**src/rtl/tag_reorder_buffer_if.sv**
```systemverilog
// Handshake and status bundle between a tag reorder buffer and its environment.
// Latency: none, plain wires.
// Backpressure: carried by alloc_ready (tag availability) and out_ready (consumer).
interface tag_reorder_buffer_if #(
  parameter int DATAW = 32,
  parameter int ADDRW = 3
);
  logic             alloc_valid;
  logic             alloc_ready;
  logic [ADDRW-1:0] alloc_tag;

  logic             fill_valid;
  logic [ADDRW-1:0] fill_tag;
  logic [DATAW-1:0] fill_data;

  logic             out_valid;
  logic [ADDRW-1:0] out_tag;
  logic [DATAW-1:0] out_data;
  logic             out_ready;

  logic             empty;
  logic             full;
  logic [ADDRW:0]   count;

  // Environment side: issues allocs and fills, consumes retired responses.
  modport master (
    output alloc_valid, fill_valid, fill_tag, fill_data, out_ready,
    input  alloc_ready, alloc_tag, out_valid, out_tag, out_data, empty, full, count
  );

  // Buffer side.
  modport slave (
    input  alloc_valid, fill_valid, fill_tag, fill_data, out_ready,
    output alloc_ready, alloc_tag, out_valid, out_tag, out_data, empty, full, count
  );
endinterface

```
**src/rtl/tag_reorder_buffer.sv**
```systemverilog
// Tag allocator that retires out-of-order responses strictly in allocation order.
// Latency: alloc_tag valid in the handshake cycle; fill to out_valid is one cycle minimum.
// Backpressure: alloc_ready low while all tags are outstanding; head held stable until out_ready.
module tag_reorder_buffer #(
  parameter  int DATAW = 32,
  parameter  int SIZE  = 8,
  localparam int ADDRW = (SIZE > 1) ? $clog2(SIZE) : 1
) (
  input  logic                clk,
  input  logic                reset,
  tag_reorder_buffer_if.slave bus
);

  localparam logic [ADDRW-1:0] LAST   = ADDRW'(SIZE - 1);
  localparam logic [ADDRW:0]   SIZE_W = (ADDRW + 1)'(SIZE);

  logic [ADDRW-1:0] head;
  logic [ADDRW-1:0] tail;
  logic [ADDRW:0]   cnt;
  logic [SIZE-1:0]  busy;
  logic [SIZE-1:0]  done;
  logic [DATAW-1:0] mem [SIZE];

  logic full_w;
  logic empty_w;
  logic out_valid_w;
  logic alloc_hs;
  logic retire_hs;
  logic fill_in_range;
  logic fill_ok;

  // Pointers wrap explicitly so SIZE need not be a power of two.
  function automatic logic [ADDRW-1:0] next_ptr(input logic [ADDRW-1:0] p);
    return (p == LAST) ? '0 : p + ADDRW'(1);
  endfunction

  // Status is decoded from registered state only, so there is no fill-to-output
  // combinational path and a retire cannot free a slot for the same cycle's alloc.
  assign full_w      = (cnt == SIZE_W);
  assign empty_w     = (cnt == '0);
  assign out_valid_w = busy[head] && done[head];
  assign alloc_hs    = bus.alloc_valid && !full_w;
  assign retire_hs   = out_valid_w && bus.out_ready;

  // A fill is accepted only for an outstanding slot that has not yet been filled;
  // anything else (free slot, duplicate, out-of-range tag) leaves state untouched.
  assign fill_in_range = ({1'b0, bus.fill_tag} < SIZE_W);
  assign fill_ok       = bus.fill_valid && fill_in_range &&
                         busy[bus.fill_tag] && !done[bus.fill_tag];

  assign bus.alloc_ready = !full_w;
  assign bus.alloc_tag   = tail;
  assign bus.out_valid   = out_valid_w;
  assign bus.out_tag     = head;
  assign bus.out_data    = mem[head];
  assign bus.empty       = empty_w;
  assign bus.full        = full_w;
  assign bus.count       = cnt;

  // Pointer, occupancy and per-slot status updates; alloc, fill and retire never
  // target the same slot in one cycle, so their writes are independent.
  always_ff @(posedge clk or negedge reset) begin
    if (!reset) begin
      head <= '0;
      tail <= '0;
      cnt  <= '0;
      busy <= '0;
      done <= '0;
    end else begin
      if (alloc_hs) begin
        busy[tail] <= 1'b1;
        done[tail] <= 1'b0;
        tail       <= next_ptr(tail);
      end
      if (fill_ok) begin
        done[bus.fill_tag] <= 1'b1;
      end
      if (retire_hs) begin
        busy[head] <= 1'b0;
        done[head] <= 1'b0;
        head       <= next_ptr(head);
      end
      case ({alloc_hs, retire_hs})
        2'b10:   cnt <= cnt + (ADDRW + 1)'(1);
        2'b01:   cnt <= cnt - (ADDRW + 1)'(1);
        default: cnt <= cnt;
      endcase
    end
  end

  // Payload storage; written only by accepted fills and never reset.
  always_ff @(posedge clk) begin
    if (fill_ok) begin
      mem[bus.fill_tag] <= bus.fill_data;
    end
  end

  // Flag fills that were dropped because their slot was free, already filled or out of range.
  always @(posedge clk) begin
    if (reset && bus.fill_valid) begin
      assert (fill_ok)
        else $warning("tag_reorder_buffer: dropped fill to tag %0d", bus.fill_tag);
    end
  end

endmodule

```
**src/flat_wrapper.sv**
```systemverilog
// flat-port wrapper written by rule: the top's interface ports become plain ports
module tag_reorder_buffer_flat 
#(
  parameter  int DATAW = 32,
  parameter  int SIZE  = 8,
  localparam int ADDRW = (SIZE > 1) ? $clog2(SIZE) : 1
)
  (clk, reset, bus_alloc_valid, bus_fill_valid, bus_fill_tag, bus_fill_data, bus_out_ready, bus_alloc_ready, bus_alloc_tag, bus_out_valid, bus_out_tag, bus_out_data, bus_empty, bus_full, bus_count);
  tag_reorder_buffer_if #(.DATAW(DATAW), .ADDRW((3))) bus_i ();
  input  logic clk;
  input  logic reset;
  input wire logic [$bits(bus_i.alloc_valid)-1:0] bus_alloc_valid;
  input wire logic [$bits(bus_i.fill_valid)-1:0] bus_fill_valid;
  input wire logic [$bits(bus_i.fill_tag)-1:0] bus_fill_tag;
  input wire logic [$bits(bus_i.fill_data)-1:0] bus_fill_data;
  input wire logic [$bits(bus_i.out_ready)-1:0] bus_out_ready;
  output wire logic [$bits(bus_i.alloc_ready)-1:0] bus_alloc_ready;
  output wire logic [$bits(bus_i.alloc_tag)-1:0] bus_alloc_tag;
  output wire logic [$bits(bus_i.out_valid)-1:0] bus_out_valid;
  output wire logic [$bits(bus_i.out_tag)-1:0] bus_out_tag;
  output wire logic [$bits(bus_i.out_data)-1:0] bus_out_data;
  output wire logic [$bits(bus_i.empty)-1:0] bus_empty;
  output wire logic [$bits(bus_i.full)-1:0] bus_full;
  output wire logic [$bits(bus_i.count)-1:0] bus_count;
  assign bus_i.alloc_valid = bus_alloc_valid;
  assign bus_i.fill_valid = bus_fill_valid;
  assign bus_i.fill_tag = bus_fill_tag;
  assign bus_i.fill_data = bus_fill_data;
  assign bus_i.out_ready = bus_out_ready;
  assign bus_alloc_ready = bus_i.alloc_ready;
  assign bus_alloc_tag = bus_i.alloc_tag;
  assign bus_out_valid = bus_i.out_valid;
  assign bus_out_tag = bus_i.out_tag;
  assign bus_out_data = bus_i.out_data;
  assign bus_empty = bus_i.empty;
  assign bus_full = bus_i.full;
  assign bus_count = bus_i.count;
  tag_reorder_buffer #(.DATAW(DATAW), .SIZE(SIZE)) u_core (.clk(clk), .reset(reset), .bus(bus_i));
endmodule
```
**config.mk**
```make
export PLATFORM = sky130hd
export DESIGN_NAME = tag_reorder_buffer_flat
export DESIGN_NICKNAME = d
export VERILOG_FILES = /design/src/rtl/tag_reorder_buffer_if.sv /design/src/rtl/tag_reorder_buffer.sv /design/src/flat_wrapper.sv
export SDC_FILE = /design/constraint.sdc
export NUM_CORES = 1
export LEC_CHECK = 0
export BUFFER_PORTS_ARGS = -buffer_cell sky130_fd_sc_hd__buf_2
export CAP_MARGIN = 20
export CELL_PAD_IN_SITES_DETAIL_PLACEMENT = 0
export CELL_PAD_IN_SITES_GLOBAL_PLACEMENT = 1
export CORE_ASPECT_RATIO = 1.4
export CORE_MARGIN = 1.5
export CORE_UTILIZATION = 40
export DETAILED_ROUTE_END_ITERATION = 16
export HOLD_SLACK_MARGIN = 0.05
export PLACE_DENSITY = 0.69
export SYNTH_ARGS = -nofsm -noshare
export SYNTH_HDL_FRONTEND = slang
export SYNTH_SLANG_ARGS = --single-unit
```
**constraint.sdc**
```tcl
create_clock -name clk -period 4.6 [get_ports clk]
set_clock_uncertainty 0.2 [all_clocks]
set_input_delay 0.69 -clock clk [delete_from_list [all_inputs] [get_ports clk]]
set_output_delay 0.69 -clock clk [all_outputs]
set_load 0.05 [all_outputs]
```
==> results of run 1 <==
worst reg2reg max path, delay by kind of cell (launching register included):
kind                     cells  cell delay, ns
flip-flops                   1            0.73
adder cells (fa/ha/maj)      2            0.52
buffers and inverters        1            0.49
AO/OA/AOI/OAI                2            0.47
multiplexers                 1            0.44
XOR/XNOR                     3            0.41
AND/OR/NAND/NOR              1            0.07
kinds of logic (layout without fill, tap and decap cells):
family                     Yosys count  after routing  synth area share, %
muxes                               52             52                 6.25
AOI/OAI and AO/OA                  158            158                 10.9
DFF                                282            282                 75.6
and+or+nand+nor                     94             94                 4.19
buffers and inverters               44            165                 1.85
other                                0              1                    0
adders and majority gates            7              7                0.794
xor gates and xnor gates             5              5                0.397
where the power goes:
part           switching (W)  leakage, nW  total [W]  internal (W)
Clock               0.000871        0.396    0.00204       0.00117
Sequential          0.000234         2.61    0.00323       0.00299
Combinational        0.00247         1.36    0.00349       0.00103
Total                0.00357         4.36    0.00877       0.00519
final timing paths:
kind                                          to  cells past startpoint
setup / recovery                bus_out_data[10]                      6
hold / removal                 u_core.mem[2][18]                      1
setup reg to reg             u_core.bus.count[2]                     10
hold reg to reg              u_core.bus.count[3]                      1
max in group asynchronous  u_core.bus.out_tag[2]                      2
min in group asynchronous    u_core.bus.count[2]                      2
cell type report:
class | instances | area [um^2] | share of cell area [%]
antenna | 1 | 2.50 | 0.0196
timing repair buffer | 111 | 623 | 4.87
multi-input combinational | 316 | 2530 | 19.8
inverter | 9 | 36.3 | 0.284
clock buffer | 32 | 694 | 5.43
tap | 365 | 457 | 3.57
sequential | 282 | 8340 | 65.2
clock inverter | 13 | 108 | 0.841
through the flow:
step,hold WS (ns),setup slack [ns],cells
after floorplan,0.194,0.519,642
after global routing,0.218,0.176,1128
after detailed placement,0.300,0.961,1082
final,0.228,0.409,1129
after global placement,0.298,1.02,1082
after CTS,0.203,0.377,1128
cells in the final DEF, fill, tap and decap left out, types with 8 or more instances in the layout:
cell type and n:
clkbuf_16 27, o21ai_0 16, buf_4 25, edfxtp_1 256, mux2_2 21, nand2_1 19
nor3_2 9, mux4_2 11, a21oi_1 18, a221oi_1 25, dfrtp_1 23, mux2i_1 19
a221o_1 8, a222oi_1 10, buf_2 85, a22oi_1 46, nor2_1 26
flip-flops by register name, summed over array words and instances (netlist names):
name,count
u_core.bus.alloc_tag,3
u_core.bus.count,4
u_core.mem,256
u_core.bus.out_tag,3
u_core.done,8
u_core.busy,8
synth_stat cells (6+ instances only):
cell       count
edfxtp_1     256
a22oi_1       46
dfrtp_1       26
nor2_1        26
a221oi_1      25
mux2_2        21
mux2i_1       19
nand2_1       19
a21oi_1       18
clkbuf_1      16
o21ai_0       16
nor3_1        15
buf_2         11
mux4_2        11
a222oi_1      10
a221o_1        8
ha_1           7
inv_1          7
o211ai_1       7
o2bb2ai_1      7
nor2b_1        6
per-layer routing:
metal	vias to the layer above	wire [um]	GRT usage, %
met4	0	512	5.29
met2	201	13400	32.1
met5	-	0	0
met1	3333	10900	24.7
li1	2849	-	-
met3	31	1400	2.42
==> report_table.html, run 1 <==
<table>
<tr><th>Metric</th><th>Value</th></tr>
<tr><th colspan="2">Routing</th></tr>
<tr><td>Routed wirelength normalized by instance count</td><td>23.2 um</td></tr>
<tr><td>Starting DRT DRC Count</td><td>498</td></tr>
<tr><td>Remaining routing DRC violations</td><td>0</td></tr>
<tr><td>Total Routed Length</td><td>26.1 mm</td></tr>
<tr><td>Remaining antenna violation count</td><td>0</td></tr>
<tr><td>Number of vias per cell</td><td>5.68</td></tr>
<tr><td>Via Count</td><td>6414</td></tr>
<tr><td>Drt pass-1 iters</td><td>5</td></tr>
<tr><th colspan="2">Clocking</th></tr>
<tr><td>Post-CTS Repair Setup Buffers</td><td>0</td></tr>
<tr><td>Clock transition at the registers of the reported paths</td><td>0.06 ns</td></tr>
<tr><td>Clock buffers created by TritonCTS</td><td>26</td></tr>
<tr><td>Clock root buffer master</td><td>clkbuf_16</td></tr>
<tr><td>CTS resizes</td><td>0</td></tr>
<tr><td># H-tree levels</td><td>1</td></tr>
<tr><td>Sinks on Clock Net</td><td>282</td></tr>
<tr><td>Clock tree from TritonCTS</td><td>yes</td></tr>
<tr><td>Hold-fix buffers at CTS</td><td>1</td></tr>
<tr><td>Deepest clock path buffer count</td><td>3</td></tr>
<tr><td>Clock insertion delay at the later pin of the skew report</td><td>0.53 ns</td></tr>
<tr><th colspan="2">Floorplanning</th></tr>
<tr><td>Core box area</td><td>27000 um^2</td></tr>
<tr><td>Std-Cell Rows</td><td>71</td></tr>
<tr><td>Total I/O pin count</td><td>86</td></tr>
<tr><td>Die Footprint</td><td>~29000 um^2</td></tr>
<tr><td>Height of the chip</td><td>~200 um</td></tr>
<tr><td>Die W</td><td>roughly 140 um</td></tr>
<tr><td>Initial core utilization</td><td>40.8%</td></tr>
<tr><th colspan="2">Placement</th></tr>
<tr><td>Final GP Congestion</td><td>0.841</td></tr>
<tr><td>IO Port Bufs</td><td>85</td></tr>
<tr><td>Post-Place Cell Area</td><td>12000 um^2</td></tr>
<tr><td>Detail Placement HPWL</td><td>15.5 mm</td></tr>
<tr><th colspan="2">Power and ir drop</th></tr>
<tr><td>Max rail drop VDD</td><td>~0.00038 V</td></tr>
<tr><td>Power density of the placed cells</td><td>685 nW/um^2</td></tr>
<tr><td>Total design power</td><td>around 0.0088 W</td></tr>
<tr><td>Leakage power summed over all cells</td><td>about 4.4 nW</td></tr>
<tr><th colspan="2">Timing</th></tr>
<tr><td>Final-layout setup total negative slack</td><td>0 ns</td></tr>
<tr><td>RSZ-0062 raised after global routing</td><td>false</td></tr>
<tr><td>Share of the clock period used by the worst path after layout</td><td>91.1%</td></tr>
<tr><td>Headroom to the max-slew limit</td><td>40.7%</td></tr>
<tr><td>Max-slew violation total from the final report</td><td>0</td></tr>
<tr><td>Setup-violating endpoint count in the final report</td><td>0</td></tr>
<tr><td>Worst Tran Pin Value</td><td>0.886 ns</td></tr>
<tr><td>Hold violation count in the final report</td><td>0</td></tr>
<tr><td>Achievable Freq</td><td>239 MHz</td></tr>
<tr><td>Post-route minimum period</td><td>4.19 ns</td></tr>
<tr><th colspan="2">Logic synthesis</th></tr>
<tr><td>Sequential element share of the synthesized area</td><td>75.6%</td></tr>
<tr><td>Mean area per synthesized cell</td><td>17.2 um^2</td></tr>
<tr><td>Post-synthesis net count</td><td>689</td></tr>
<tr><td>Cell Area, Synth</td><td>about 11000 um^2</td></tr>
<tr><td>Number of synthesized flops with an enable pin</td><td>between 200 and 300</td></tr>
<tr><td>Cell type with the largest total area after synthesis</td><td>edfxtp_1</td></tr>
<tr><td>Async set-reset flop share out of synthesis</td><td>approximately 9.2%</td></tr>
<tr><td>Flip-flop and latch count after synthesis</td><td>282</td></tr>
<tr><td>Main synth FF type</td><td>edfxtp_1</td></tr>
<tr><td>Proportion of netlist area held by the largest area contributor</td><td>69.7%</td></tr>
<tr><td>YS warnings</td><td>0</td></tr>
<tr><td>Gate count of the mapped netlist</td><td>642</td></tr>
<tr><td>Unique masters post-synth</td><td>51</td></tr>
<tr><td>Dominant cells by area after synthesis</td><td>edfxtp_1, dfrtp_1, a22oi_1</td></tr>
<tr><th colspan="2">Critical path</th></tr>
<tr><td>Minimum setup slack among reg-to-reg paths</td><td>about 1.2 ns</td></tr>
<tr><td>Worst r2r src</td><td>u_core.bus.out_tag[2]</td></tr>
<tr><td>Worst path bufs/invs</td><td>3</td></tr>
<tr><td>Critical path class</td><td>flip-flop to output port</td></tr>
<tr><td>Req. time, crit path</td><td>3.71 ns</td></tr>
<tr><td>Critical Path AT</td><td>roughly 3.3 ns</td></tr>
<tr><td>Crit-path cells</td><td>clkinv_1 -&gt; nor3_2 -&gt; buf_4 -&gt; a22oi_1 -&gt; o21ai_0 -&gt; buf_2</td></tr>
<tr><td>Kind of cell adding the most delay to the critical path</td><td>buffers and inverters</td></tr>
<tr><td>Start point of the critical path</td><td>u_core.bus.out_tag[2]</td></tr>
<tr><td>Maximum net fanout on the critical path</td><td>23</td></tr>
<tr><td>CP max stage cell</td><td>dfrtp_2</td></tr>
<tr><td>Largest incremental delay on the critical path</td><td>0.73 ns</td></tr>
<tr><td>Category of the worst setup path capture point</td><td>output port</td></tr>
<tr><td>Startpoint type of the worst setup path</td><td>flip-flop</td></tr>
<tr><th colspan="2">Layout</th></tr>
<tr><td>Filler instances</td><td>between 2000 and 2500</td></tr>
<tr><td>Synth-to-layout area growth</td><td>16.0%</td></tr>
<tr><td>Util after Layout</td><td>approximately 47%</td></tr>
<tr><td>Fraction of layout cells with a size suffix above 1</td><td>25.3%</td></tr>
<tr><td># nets final</td><td>between 700 and 800</td></tr>
<tr><td>Finished Cell Area</td><td>12800 um^2</td></tr>
<tr><th colspan="2">Worst hold path</th></tr>
<tr><td>Hold path start</td><td>bus_fill_data[18]</td></tr>
<tr><td>Classification of the worst-slack hold path</td><td>input pin to flip-flop</td></tr>
<tr><th colspan="2">Global routing</th></tr>
<tr><td>Overflow left after global routing</td><td>0</td></tr>
<tr><td>Total global-route track usage</td><td>18.6%</td></tr>
<tr><td>Number of antenna violations at the first check in global routing</td><td>0</td></tr>
<tr><td>Maximum number of pins on one net before global-route repair</td><td>38</td></tr>
<tr><td>Global-route wire length before repair</td><td>39.7 mm</td></tr>
<tr><td>Number of global-route vias before repair</td><td>6570</td></tr>
<tr><th colspan="2">Status</th></tr>
<tr><td>Outcome</td><td>finished clean</td></tr>
<tr><th colspan="2">Flow run</th></tr>
<tr><td>Total of max-cap violations</td><td>0</td></tr>
</table>
No activity file was read; power rests on OpenSTA's default activity.
==> run 2, diff against run 1 <==
clock period = 4.1 ns   (was 4.6 ns; I/O delays follow)
==> run 2 against run 1 <==
Sequential power increased by 12%. Core utilization increased by 0.34 points. Hold slack lost 0.089 ns. Clock power rose by 16%. Non-clock buffer count rose by 6. Via count grew 0.67%.
==> report_table.html, run 2 (synthesized netlist as in run 1, its figures left out) <==
<table>
<tr><th>Metric</th><th>Value</th></tr>
<tr><th colspan="2">Power and ir drop</th></tr>
<tr><td>Total design power</td><td>0.00993 W (+13%)</td></tr>
<tr><td>Switching part of the total</td><td>40.7% (-0.10 points)</td></tr>
<tr><td>Power Internal</td><td>0.00589 W (+14%)</td></tr>
<tr><td>NetSw</td><td>0.00404 W (+13%)</td></tr>
<tr><td>Proportion of power drawn by flip-flops and latches</td><td>36.5% (-0.3 points)</td></tr>
<tr><td>Max rail drop VDD</td><td>0.000431 V (+13%)</td></tr>
<tr><td>Combinational power share</td><td>39.6% (-0.2 points)</td></tr>
<tr><td>Power density of the placed cells</td><td>771 nW/um^2 (+13%)</td></tr>
<tr><td>Leakage power summed over all cells</td><td>4.41 nW (+0.93%)</td></tr>
<tr><td>Power share of the clock group</td><td>23.9% (+0.6 points)</td></tr>
<tr><th colspan="2">Clocking</th></tr>
<tr><td>Post-CTS Repair Setup Buffers</td><td>0 (unchanged)</td></tr>
<tr><td>Sinks on Clock Net</td><td>282 (unchanged)</td></tr>
<tr><td>Clock root buffer master</td><td>clkbuf_16</td></tr>
<tr><td>Hold-fix buffers at CTS</td><td>1 (unchanged)</td></tr>
<tr><td>Deepest clock path buffer count</td><td>3 (unchanged)</td></tr>
<tr><td># H-tree levels</td><td>1 (unchanged)</td></tr>
<tr><td>Clock insertion delay at the later pin of the skew report</td><td>0.54 ns (about the same)</td></tr>
<tr><td>CTS resizes</td><td>0 (unchanged)</td></tr>
<tr><td>Clock tree from TritonCTS</td><td>yes</td></tr>
<tr><td>Clock buffers created by TritonCTS</td><td>26 (unchanged)</td></tr>
<tr><td>Clock transition at the registers of the reported paths</td><td>0.06 ns (about the same)</td></tr>
<tr><th colspan="2">Critical path</th></tr>
<tr><td>Critical Path AT</td><td>3.02 ns (-0.28 ns)</td></tr>
<tr><td>Maximum net fanout on the critical path</td><td>26 (+13%)</td></tr>
<tr><td>Critical path class</td><td>flip-flop to output port</td></tr>
<tr><td>Number of cells on the worst reg-to-reg path</td><td>10 (unchanged)</td></tr>
<tr><td>Req. time, crit path</td><td>3.28 ns (-0.43 ns)</td></tr>
<tr><td>Category of the worst setup path capture point</td><td>output port</td></tr>
<tr><td>Startpoint type of the worst setup path</td><td>flip-flop</td></tr>
<tr><th colspan="2">Layout</th></tr>
<tr><td>Util after Layout</td><td>47.7% (+0.34 points)</td></tr>
<tr><td>Biggest registers after layout</td><td>u_core.mem (256), u_core.busy (8), u_core.done (8)</td></tr>
<tr><td>Top library cells by usage in the layout, fill and taps aside</td><td>edfxtp_1, buf_2, a22oi_1</td></tr>
<tr><td>Final std cells w/o fill</td><td>1137 (+0.71%)</td></tr>
<tr><td>Number of diodes</td><td>0 (-1)</td></tr>
<tr><td>Most common cell after layout, fill and taps aside</td><td>edfxtp_1</td></tr>
<tr><td>Register name with the most flops</td><td>u_core.mem</td></tr>
<tr><td>Finished Cell Area</td><td>12900 um^2 (+0.71%)</td></tr>
<tr><td>Number of flip-flops in the largest register</td><td>256 (unchanged)</td></tr>
<tr><td># nets final</td><td>799 (+0.76%)</td></tr>
<tr><td>Synth-to-layout area growth</td><td>16.8%</td></tr>
<tr><td>Fraction of layout cells with a size suffix above 1</td><td>26.6% (+1.3 points)</td></tr>
<tr><th colspan="2">Routing</th></tr>
<tr><td>Via Count</td><td>6457 (+0.67%)</td></tr>
<tr><td>Routed wirelength normalized by instance count</td><td>22.9 um (-1.1%)</td></tr>
<tr><td>Total Routed Length</td><td>26.0 mm (-0.36%)</td></tr>
<tr><td>Remaining antenna violation count</td><td>0 (unchanged)</td></tr>
<tr><td>Remaining routing DRC violations</td><td>0 (unchanged)</td></tr>
<tr><td>Number of vias per cell</td><td>5.68 (about the same)</td></tr>
<tr><td>Starting DRT DRC Count</td><td>642 (+29%)</td></tr>
<tr><td>Drt pass-1 iters</td><td>5 (unchanged)</td></tr>
<tr><th colspan="2">Worst hold path</th></tr>
<tr><td>Cell count of the worst hold path</td><td>1 (unchanged)</td></tr>
<tr><td>Classification of the worst-slack hold path</td><td>input pin to flip-flop</td></tr>
<tr><th colspan="2">Placement</th></tr>
<tr><td>Final GP Congestion</td><td>0.807 (-4.0%)</td></tr>
<tr><td>Post-Place Cell Area</td><td>12000 um^2 (+0.41%)</td></tr>
<tr><td>IO Port Bufs</td><td>85 (unchanged)</td></tr>
<tr><td>Dpl cells</td><td>1088 (+0.55%)</td></tr>
<tr><td>Detail Placement HPWL</td><td>15.7 mm (+1.5%)</td></tr>
<tr><th colspan="2">Global routing</th></tr>
<tr><td>Maximum number of pins on one net before global-route repair</td><td>34 (-11%)</td></tr>
<tr><td>Global-route wire length before repair</td><td>39.2 mm (-1.1%)</td></tr>
<tr><td>Number of global-route vias before repair</td><td>6549 (-0.32%)</td></tr>
<tr><td>Number of antenna violations at the first check in global routing</td><td>3 (+3)</td></tr>
<tr><td>Total global-route track usage</td><td>18.5% (-0.065 points)</td></tr>
<tr><td>Overflow left after global routing</td><td>0 (unchanged)</td></tr>
<tr><th colspan="2">Timing</th></tr>
<tr><td>Share of the clock period used by the worst path after layout</td><td>about 94%</td></tr>
<tr><td>Max-slew violation total from the final report</td><td>0 (unchanged)</td></tr>
<tr><td>Post-route minimum period</td><td>3.84 ns</td></tr>
<tr><td>RSZ-0062 raised after global routing</td><td>false</td></tr>
<tr><td>Headroom to the max-slew limit</td><td>39.1% (-1.7 points)</td></tr>
<tr><td>Worst Tran Pin Value</td><td>0.911 ns (+0.0250 ns)</td></tr>
<tr><td>Hold violation count in the final report</td><td>0 (unchanged)</td></tr>
<tr><td>Final-layout setup total negative slack</td><td>0 ns (unchanged)</td></tr>
<tr><td>Setup-violating endpoint count in the final report</td><td>0 (unchanged)</td></tr>
<tr><td>Achievable Freq</td><td>261 MHz</td></tr>
<tr><th colspan="2">Floorplanning</th></tr>
<tr><td>Die Footprint</td><td>28600 um^2 (unchanged)</td></tr>
<tr><td>Die W</td><td>143 um (unchanged)</td></tr>
<tr><td>Core box area</td><td>27000 um^2 (unchanged)</td></tr>
<tr><td>Total I/O pin count</td><td>86 (unchanged)</td></tr>
<tr><td>Height of the chip</td><td>199 um (unchanged)</td></tr>
<tr><td>Std-Cell Rows</td><td>71 (unchanged)</td></tr>
<tr><td>Initial core utilization</td><td>40.8% (unchanged)</td></tr>
<tr><th colspan="2">Status</th></tr>
<tr><td>Outcome</td><td>finished clean</td></tr>
<tr><th colspan="2">Flow run</th></tr>
<tr><td>Total of max-cap violations</td><td>0 (unchanged)</td></tr>
</table>
-- run 2: cell count changes in the layout (fill, tap and decap cells not counted), sizes merged --
cell      delta
diode        -1
clkinv       +1
clkinvlp     +4
clkbuf       -3
bufinv       +1
buf          +6
-- run 2: final cells by class --
type                    instances  area [um^2]
clock buffers                  29          662
clock inverters                19          185
fillers                      2346        14100
inverters                       9         36.3
multi-input cells             316         2530
flip-flops and latches        282         8340
well taps                     365          457
repair buffers                117          672
-- run 2: power groups by stage --
stage	Sequential [W]	Combinational [W]	Clock, W
2_1_floorplan	0.00371	0.00277	0
3_3_place_gp	0.00366	0.00391	0
3_5_place_dp	0.00368	0.00395	0
4_1_cts	0.00362	0.00397	0.00243
5_1_grt	0.00366	0.00419	0.00253
6_report	0.00363	0.00393	0.00237
-- run 2: final timing paths --
check,from,end,slack [ns]
worst min register to register,u_core.bus.count[3],u_core.bus.count[3],0.32
worst min-delay path,bus_fill_data[19],u_core.mem[3][19],0.14
min in group asynchronous,reset,u_core.done[3],0.43
worst max register to register,u_core.bus.out_tag[0],u_core.bus.count[2],0.92
max in group asynchronous,reset,u_core.bus.out_tag[2],2.81
worst max-delay path,u_core.bus.out_tag[2],bus_out_data[10],0.26
-- run 2: metrics by stage --
stage / hold WS, ns / setup WS [ns]
3_5_place_dp: 0.307 / 0.885
5_1_grt: 0.132 / 0.185
4_1_cts: 0.114 / 0.323
3_3_place_gp: 0.294 / 0.738
6_report: 0.139 / 0.263
2_1_floorplan: 0.119 / 0.0942
-- run 2: routing by layer --
metal / routed length [um] / global-route usage (%)
met5: 14 / 0
met2: 13200 / 31.3
met1: 10600 / 24.1
met4: 766 / 7.37
met3: 1410 / 2.85
-- run 2: worst max-delay path: stages, from the launching register on --
cell and delay (ns):
dfrtp_2 0.57, buf_4 0.33, nor2b_1 0.66, a221oi_1 0.22, o21ai_0 0.34, buf_2 0.33
